--- config.mk ---
export PLATFORM = sky130hd
export DESIGN_NAME = fifo_read_streamer
export DESIGN_NICKNAME = d
export VERILOG_FILES = /design/src/rtl/fifo_read_streamer.sv
export SDC_FILE = /design/constraint.sdc
export NUM_CORES = 1
export LEC_CHECK = 0
export BUFFER_PORTS_ARGS = -buffer_cell sky130_fd_sc_hd__buf_2
export CELL_PAD_IN_SITES_DETAIL_PLACEMENT = 0
export CELL_PAD_IN_SITES_GLOBAL_PLACEMENT = 1
export CORE_ASPECT_RATIO = 0.7
export CORE_UTILIZATION = 40
export CTS_BUF_LIST = sky130_fd_sc_hd__clkbuf_2 sky130_fd_sc_hd__clkbuf_4 sky130_fd_sc_hd__clkbuf_8
export DETAILED_ROUTE_END_ITERATION = 6
export HOLD_SLACK_MARGIN = 0.1
export PLACE_DENSITY_LB_ADDON = 0.1
export SLEW_MARGIN = 5
export SYNTH_ARGS = -nofsm -noshare
export SYNTH_HDL_FRONTEND = slang
export SYNTH_SLANG_ARGS = --single-unit
--- constraint.sdc ---
create_clock -name clk -period 2.2 [get_ports clk]
set_input_delay 0.11 -clock clk [delete_from_list [all_inputs] [get_ports clk]]
set_output_delay 0.11 -clock clk [all_outputs]
set_load 0.02 [all_outputs]
--- src/rtl/fifo_read_streamer.sv ---
// fifo_read_streamer: pulls words out of a fixed-latency FIFO and presents them
// as a valid/ready stream. Reads are credit-limited so that every word already
// requested always has a slot in the local output buffer.
module fifo_read_streamer #(
    parameter int unsigned DATA_WIDTH = 8,
    parameter int unsigned LATENCY    = 2
) (
    input  logic                  clk,
    input  logic                  reset,
    input  logic                  enable,
    input  logic                  fifo_empty,
    output logic                  fifo_read,
    input  logic [DATA_WIDTH-1:0] fifo_read_data,
    output logic                  out_valid,
    input  logic                  out_ready,
    output logic [DATA_WIDTH-1:0] out_data,
    output logic                  busy,
    output logic [15:0]           word_count
);

    localparam int unsigned BUF_DEPTH = LATENCY + 2;
    localparam int unsigned CNT_W     = $clog2(BUF_DEPTH + 1);
    localparam int unsigned PTR_W     = $clog2(BUF_DEPTH);
    localparam int unsigned OCC_W     = CNT_W + 1;

    // Elaboration guard: the shift register below needs at least two stages
    generate
        if (LATENCY < 2) begin : g_latency_check
            $error("fifo_read_streamer: LATENCY must be at least 2");
        end
    endgenerate

    typedef enum logic [1:0] {
        IDLE  = 2'd0,
        RUN   = 2'd1,
        DRAIN = 2'd2
    } state_t;

    state_t                state;
    logic [LATENCY-1:0]    inflight_vld;
    logic [CNT_W-1:0]      inflight_cnt;
    logic [CNT_W-1:0]      buf_cnt;
    logic [CNT_W-1:0]      buf_cnt_next;
    logic [PTR_W-1:0]      wr_ptr;
    logic [PTR_W-1:0]      rd_ptr;
    logic [PTR_W-1:0]      rd_ptr_inc;
    logic [DATA_WIDTH-1:0] mem [BUF_DEPTH];
    logic [DATA_WIDTH-1:0] out_data_next;
    logic [OCC_W-1:0]      occupancy;
    logic                  credit_ok;
    logic                  capture;
    logic                  pop;

    // Circular pointer advance, wrapping at BUF_DEPTH (not necessarily a power of two)
    function automatic logic [PTR_W-1:0] ptr_inc(input logic [PTR_W-1:0] p);
        return (p == PTR_W'(BUF_DEPTH - 1)) ? '0 : p + PTR_W'(1);
    endfunction

    assign capture    = inflight_vld[LATENCY-1];
    assign pop        = out_valid & out_ready;
    assign rd_ptr_inc = ptr_inc(rd_ptr);

    // Number of reads issued whose data has not yet been captured
    always_comb begin
        inflight_cnt = '0;
        for (int i = 0; i < int'(LATENCY); i++) begin
            inflight_cnt = inflight_cnt + CNT_W'(inflight_vld[i]);
        end
    end

    // Credit check uses registered counts only; a same-cycle pop earns no credit
    always_comb begin
        occupancy = OCC_W'(inflight_cnt) + OCC_W'(buf_cnt);
        credit_ok = (occupancy < OCC_W'(BUF_DEPTH));
    end

    // Read strobe: must react to fifo_empty in the same cycle to avoid reading an empty FIFO
    assign fifo_read = ~reset & (state == RUN) & enable & ~fifo_empty & credit_ok;

    // Control FSM; busy is kept equal to (state != IDLE)
    always_ff @(posedge clk) begin
        if (reset) begin
            state <= IDLE;
            busy  <= 1'b0;
        end else begin
            unique case (state)
                IDLE: begin
                    if (enable) begin
                        state <= RUN;
                        busy  <= 1'b1;
                    end
                end
                RUN: begin
                    if (!enable) begin
                        state <= DRAIN;
                    end
                end
                DRAIN: begin
                    if (enable) begin
                        state <= RUN;
                    end else if ((inflight_cnt == '0) && (buf_cnt == '0)) begin
                        state <= IDLE;
                        busy  <= 1'b0;
                    end
                end
                default: begin
                    state <= IDLE;
                    busy  <= 1'b0;
                end
            endcase
        end
    end

    // In-flight tracker: bit LATENCY-1 marks the cycle the FIFO data is valid
    always_ff @(posedge clk) begin
        if (reset) begin
            inflight_vld <= '0;
        end else begin
            inflight_vld <= {inflight_vld[LATENCY-2:0], fifo_read};
        end
    end

    // Buffer storage; contents need no reset since count and pointers gate use
    always_ff @(posedge clk) begin
        if (!reset && capture) begin
            mem[wr_ptr] <= fifo_read_data;
        end
    end

    // Buffer occupancy after this cycle's capture and pop
    always_comb begin
        buf_cnt_next = buf_cnt;
        unique case ({capture, pop})
            2'b10:   buf_cnt_next = buf_cnt + CNT_W'(1);
            2'b01:   buf_cnt_next = buf_cnt - CNT_W'(1);
            default: buf_cnt_next = buf_cnt;
        endcase
    end

    // Next head word: the next stored entry on pop, or the captured word when it lands in an empty slot
    always_comb begin
        out_data_next = out_data;
        if (pop && (buf_cnt > CNT_W'(1))) begin
            out_data_next = mem[rd_ptr_inc];
        end else if (capture && ((buf_cnt == '0) || (pop && (buf_cnt == CNT_W'(1))))) begin
            out_data_next = fifo_read_data;
        end
    end

    // Buffer pointers, count and registered stream outputs
    always_ff @(posedge clk) begin
        if (reset) begin
            wr_ptr    <= '0;
            rd_ptr    <= '0;
            buf_cnt   <= '0;
            out_valid <= 1'b0;
            out_data  <= '0;
        end else begin
            if (capture) begin
                wr_ptr <= ptr_inc(wr_ptr);
            end
            if (pop) begin
                rd_ptr <= rd_ptr_inc;
            end
            buf_cnt   <= buf_cnt_next;
            out_valid <= (buf_cnt_next != '0);
            out_data  <= out_data_next;
        end
    end

    // Completed-transfer counter, free-running wrap
    always_ff @(posedge clk) begin
        if (reset) begin
            word_count <= '0;
        end else if (pop) begin
            word_count <= word_count + 16'd1;
        end
    end

endmodule

==> impl_summary.txt <==
----------------------------------------------------
[Placed design]
  Routability Congestion ... 0.777
  Post-Place Cell Area ... 3370 sq um
  Hpwl dp ... 4.53 mm
  Port bufs ... 39
  Placed Cells incl. Taps ... 405

[Cells and area]
  Area growth, synth to finish ... 24.4%
  Post-layout util ... 0.517
  Non-filler cells, final ... 431
  Net count of the finished layout ... 357
  Fraction of final layout cells with drive strength greater than 1 ... 0.231
  Final antenna diode count ... 0
  Layout filler cell count ... 664
  Layout Cell Area excl Fill ... 3780 sq um

[Floorplan]
  Horiz. Die Dim ... 106 microns
  Die area ... 7960 sq um
  Die Y-Extent ... 74.9 microns
  Std-Cell Rows ... 26
  Starting Density ... 0.415
  Core outline area ... 7320 sq um
  Number of primary I/O pins ... 40

[Drt]
  Iteration-0 DRC count of the detailed router ... 113
  Via Count ... 2221
  1st-pass router iterations ... 4
  Count of unresolved DRC violations after routing ... 0
  Routed wire length ... 6.61 mm
  WL per Instance ... 15.3 microns
  Number of nets with antenna violations after routing ... 0
  Via count normalized by instance count ... 5.15

[Critical path]
  Critical Path Source Type ... flop
  Largest driver fanout on the critical path ... 6
  Worst Path Arrival ... 2.14 ns
  Crit end category ... flop
  Worst-case reg-to-reg path depth ... 7
  Required @ worst endpoint ... 2.42 ns
  Type of the setup path with the least slack ... flop to flop

[Timing]
  Setup Viol. Count Final ... 0
  Setup repair after global routing missed its margin ... false
  Layout Skew ... 0.00778 ns
  Fraction of the cycle the final worst path needs ... 0.870
  Transition at the pin with the smallest max-transition slack ... 0.579 ns
  Final-report hold violation count ... 0
  Minimum clock period after layout ... 1.91 ns
  Setup TNS Final ... 0 ns
  Slew HR ... 0.613
  Max Fclk ... 0.522 GHz
  Number of slew-limit violations in the final report ... 0

[Clock tree]
  Clock root buffer ... clkbuf_8
  Number of clock sinks ... 69
  Worst-Skew Late Latency ... 0.35 ns
  CTS tree ... done
  Total clock buffers created by CTS ... 9
  Clk slew on worst S/H paths ... 0.07 ns
  H-tree levels ... 3
  Clock buffer depth ... 2
  Post_cts resized ... 0

[Synth]
  Warnings, synthesis ... 0
  Top-count cell post-synth ... dfxtp_1
  Synthesized instance count ... 269
  Post-synthesis cell area ... 3040 sq um
  Largest area contributor in the synthesized netlist ... edfxtp_1
  Synthesized netlist net count ... 298
  Area share of the leading cell type in the synthesized netlist ... 0.316
  Total of flip-flops plus latches after synthesis ... 69
  Synth async-reset ratio ... 0
  Main flop type after synthesis ... dfxtp_1
  Number of flops mapped to enable cells by yosys ... 32
  Most frequent cells after synthesis ... 37 x dfxtp_1, 32 x edfxtp_1, 25 x nand2_1
  Number of distinct library cells after synthesis ... 40
  Cells taking the most area after synthesis ... edfxtp_1 32%, dfxtp_1 24%, ha_1 6.6%
  Seq/Total Area, Yosys ... 0.560
  Mean instance size in the synthesized netlist ... 11.3 sq um

[Global route]
  Met2 usage ... 0.263
  Met1 global-route usage ... 0.260
  Number of global-route vias before repair ... 2075
  Global-route wire length before repair ... 10.8 mm
  Antenna violations before repair ... 0
  Met3 Usage GRT ... 0.0571
  Overall overflow remaining after global route ... 0
  Aggregate global-route resource usage ... 0.183
  Most utilized layer in the global route result ... met2
  Pin count of the biggest net entering global routing ... 22

[Status]
  Status ... completed

[Power]
  Total power per unit cell area ... 801 nW/um^2
  Worst vdd rail ir drop ... 0.279 mV
  Leakage power summed over all cells ... 1.50 nW

[Worst hold path]
  Worst hold-check path type ... primary input to flop
  Cell depth of the worst min-delay path ... 2

[Flow run]
  Number of maximum-capacitance violations ... 0

----------------------------------------------------
[worst max-delay path: stages, from the launching register on]
cell      delay, ns
dfxtp_1        0.34
nand2_1        0.19
clkinv_1       0.19
ha_1           0.25
nor2b_1        0.13
a211oi_1       0.23
a211oi_1       0.08
or3_1          0.38
[sequential cells by signal, indices dropped and copies added, names as in the netlist]
| signal | flops |
|---|---|
| mem | 32 |
| word_count | 16 |
| out_data | 8 |
| buf_cnt | 3 |
| inflight_vld | 2 |
| rd_ptr | 2 |
| state | 2 |
| wr_ptr | 2 |
| busy | 1 |
| out_valid | 1 |
[through the flow]
stage	hold slack, ns	worst slack [ns]	power [W]
after detailed placement	0.324	0.327	0.00147
after floorplan	0.189	0.332	0.00143
after CTS	0.118	0.256	0.00307
after global placement	0.316	0.355	0.00147
after global routing	0.158	0.120	0.00313
final	0.149	0.285	0.00303
[layout by cell type (no fill, tap or decap), types with 7 or more instances in the layout]
cell           Yosys  layout
mux2_2             7       7
buf_4              2      10
edfxtp_1          32      32
xor2_1             8       8
dfxtp_1           37      37
buf_2              2      39
dlygate4sd3_1      0      10
clkbuf_8           0       9
a21oi_1           21      21
ha_1              16      16
nor2_1            18      18
inv_1             11      11
a221oi_1           7       7
nand2_1           25      25
a211oi_1          17      17
[repair_timing]
| item | in CTS | in global routing |
|---|---|---|
| setup buffers | 0 | 0 |
| endpoints found under the hold margin | 35 | 0 |
| hold buffers | 10 | 0 |
[power by group]
group	internal, W	total, W	leakage (nW)	switching (W)
Clock	0.00110	0.00157	0.153	0.000479
Combinational	0.0000436	0.000102	0.759	0.0000585
Sequential	0.00135	0.00135	0.586	0.00000658
Total	0.00249	0.00303	1.50	0.000544
[routing by layer]
metal / share of wire / routed length [microns] / up-vias
li1: - / - / 1101
met1: 0.51 / 3350 / 1050
met2: 0.43 / 2820 / 62
met3: 0.055 / 366 / 8
met4: 0.012 / 78 / 0
met5: 0 / 0 / -
[cell type report]
class | count | area [sq um] | share of cell area
repair buffers | 59 | 370 | 0.0979
clock buffers | 9 | 124 | 0.0328
multi-input cells | 177 | 1230 | 0.326
inverters | 12 | 45.0 | 0.0119
clock inverters | 7 | 185 | 0.0490
well taps | 98 | 123 | 0.0324
flip-flops and latches | 69 | 1700 | 0.450
[worst paths after layout]
check | start | end | slack, ns
hold reg to reg | rd_ptr[1]$_SDFFE_PP0P_ | rd_ptr[1]$_SDFFE_PP0P_ | 0.46
hold / removal | reset | inflight_vld[1]$_SDFF_PP0_ | 0.15
setup reg to reg | out_valid$_SDFF_PP0_ | out_valid$_SDFF_PP0_ | 0.29
setup / recovery | out_valid$_SDFF_PP0_ | out_valid$_SDFF_PP0_ | 0.29
[kinds of logic (layout without fill, tap and decap cells)]
family / Yosys count / after routing / share of synthesized area
and+or+nand+nor: 83 / 83 / 0.143
DFF: 69 / 69 / 0.560
AOI/OAI and AO/OA: 56 / 56 / 0.121
buffers and inverters: 23 / 87 / 0.0346
adders and majority gates: 17 / 17 / 0.0692
xor gates and xnor gates: 11 / 11 / 0.0317
muxes: 10 / 10 / 0.0399
(Power assumes the default switching activity.)
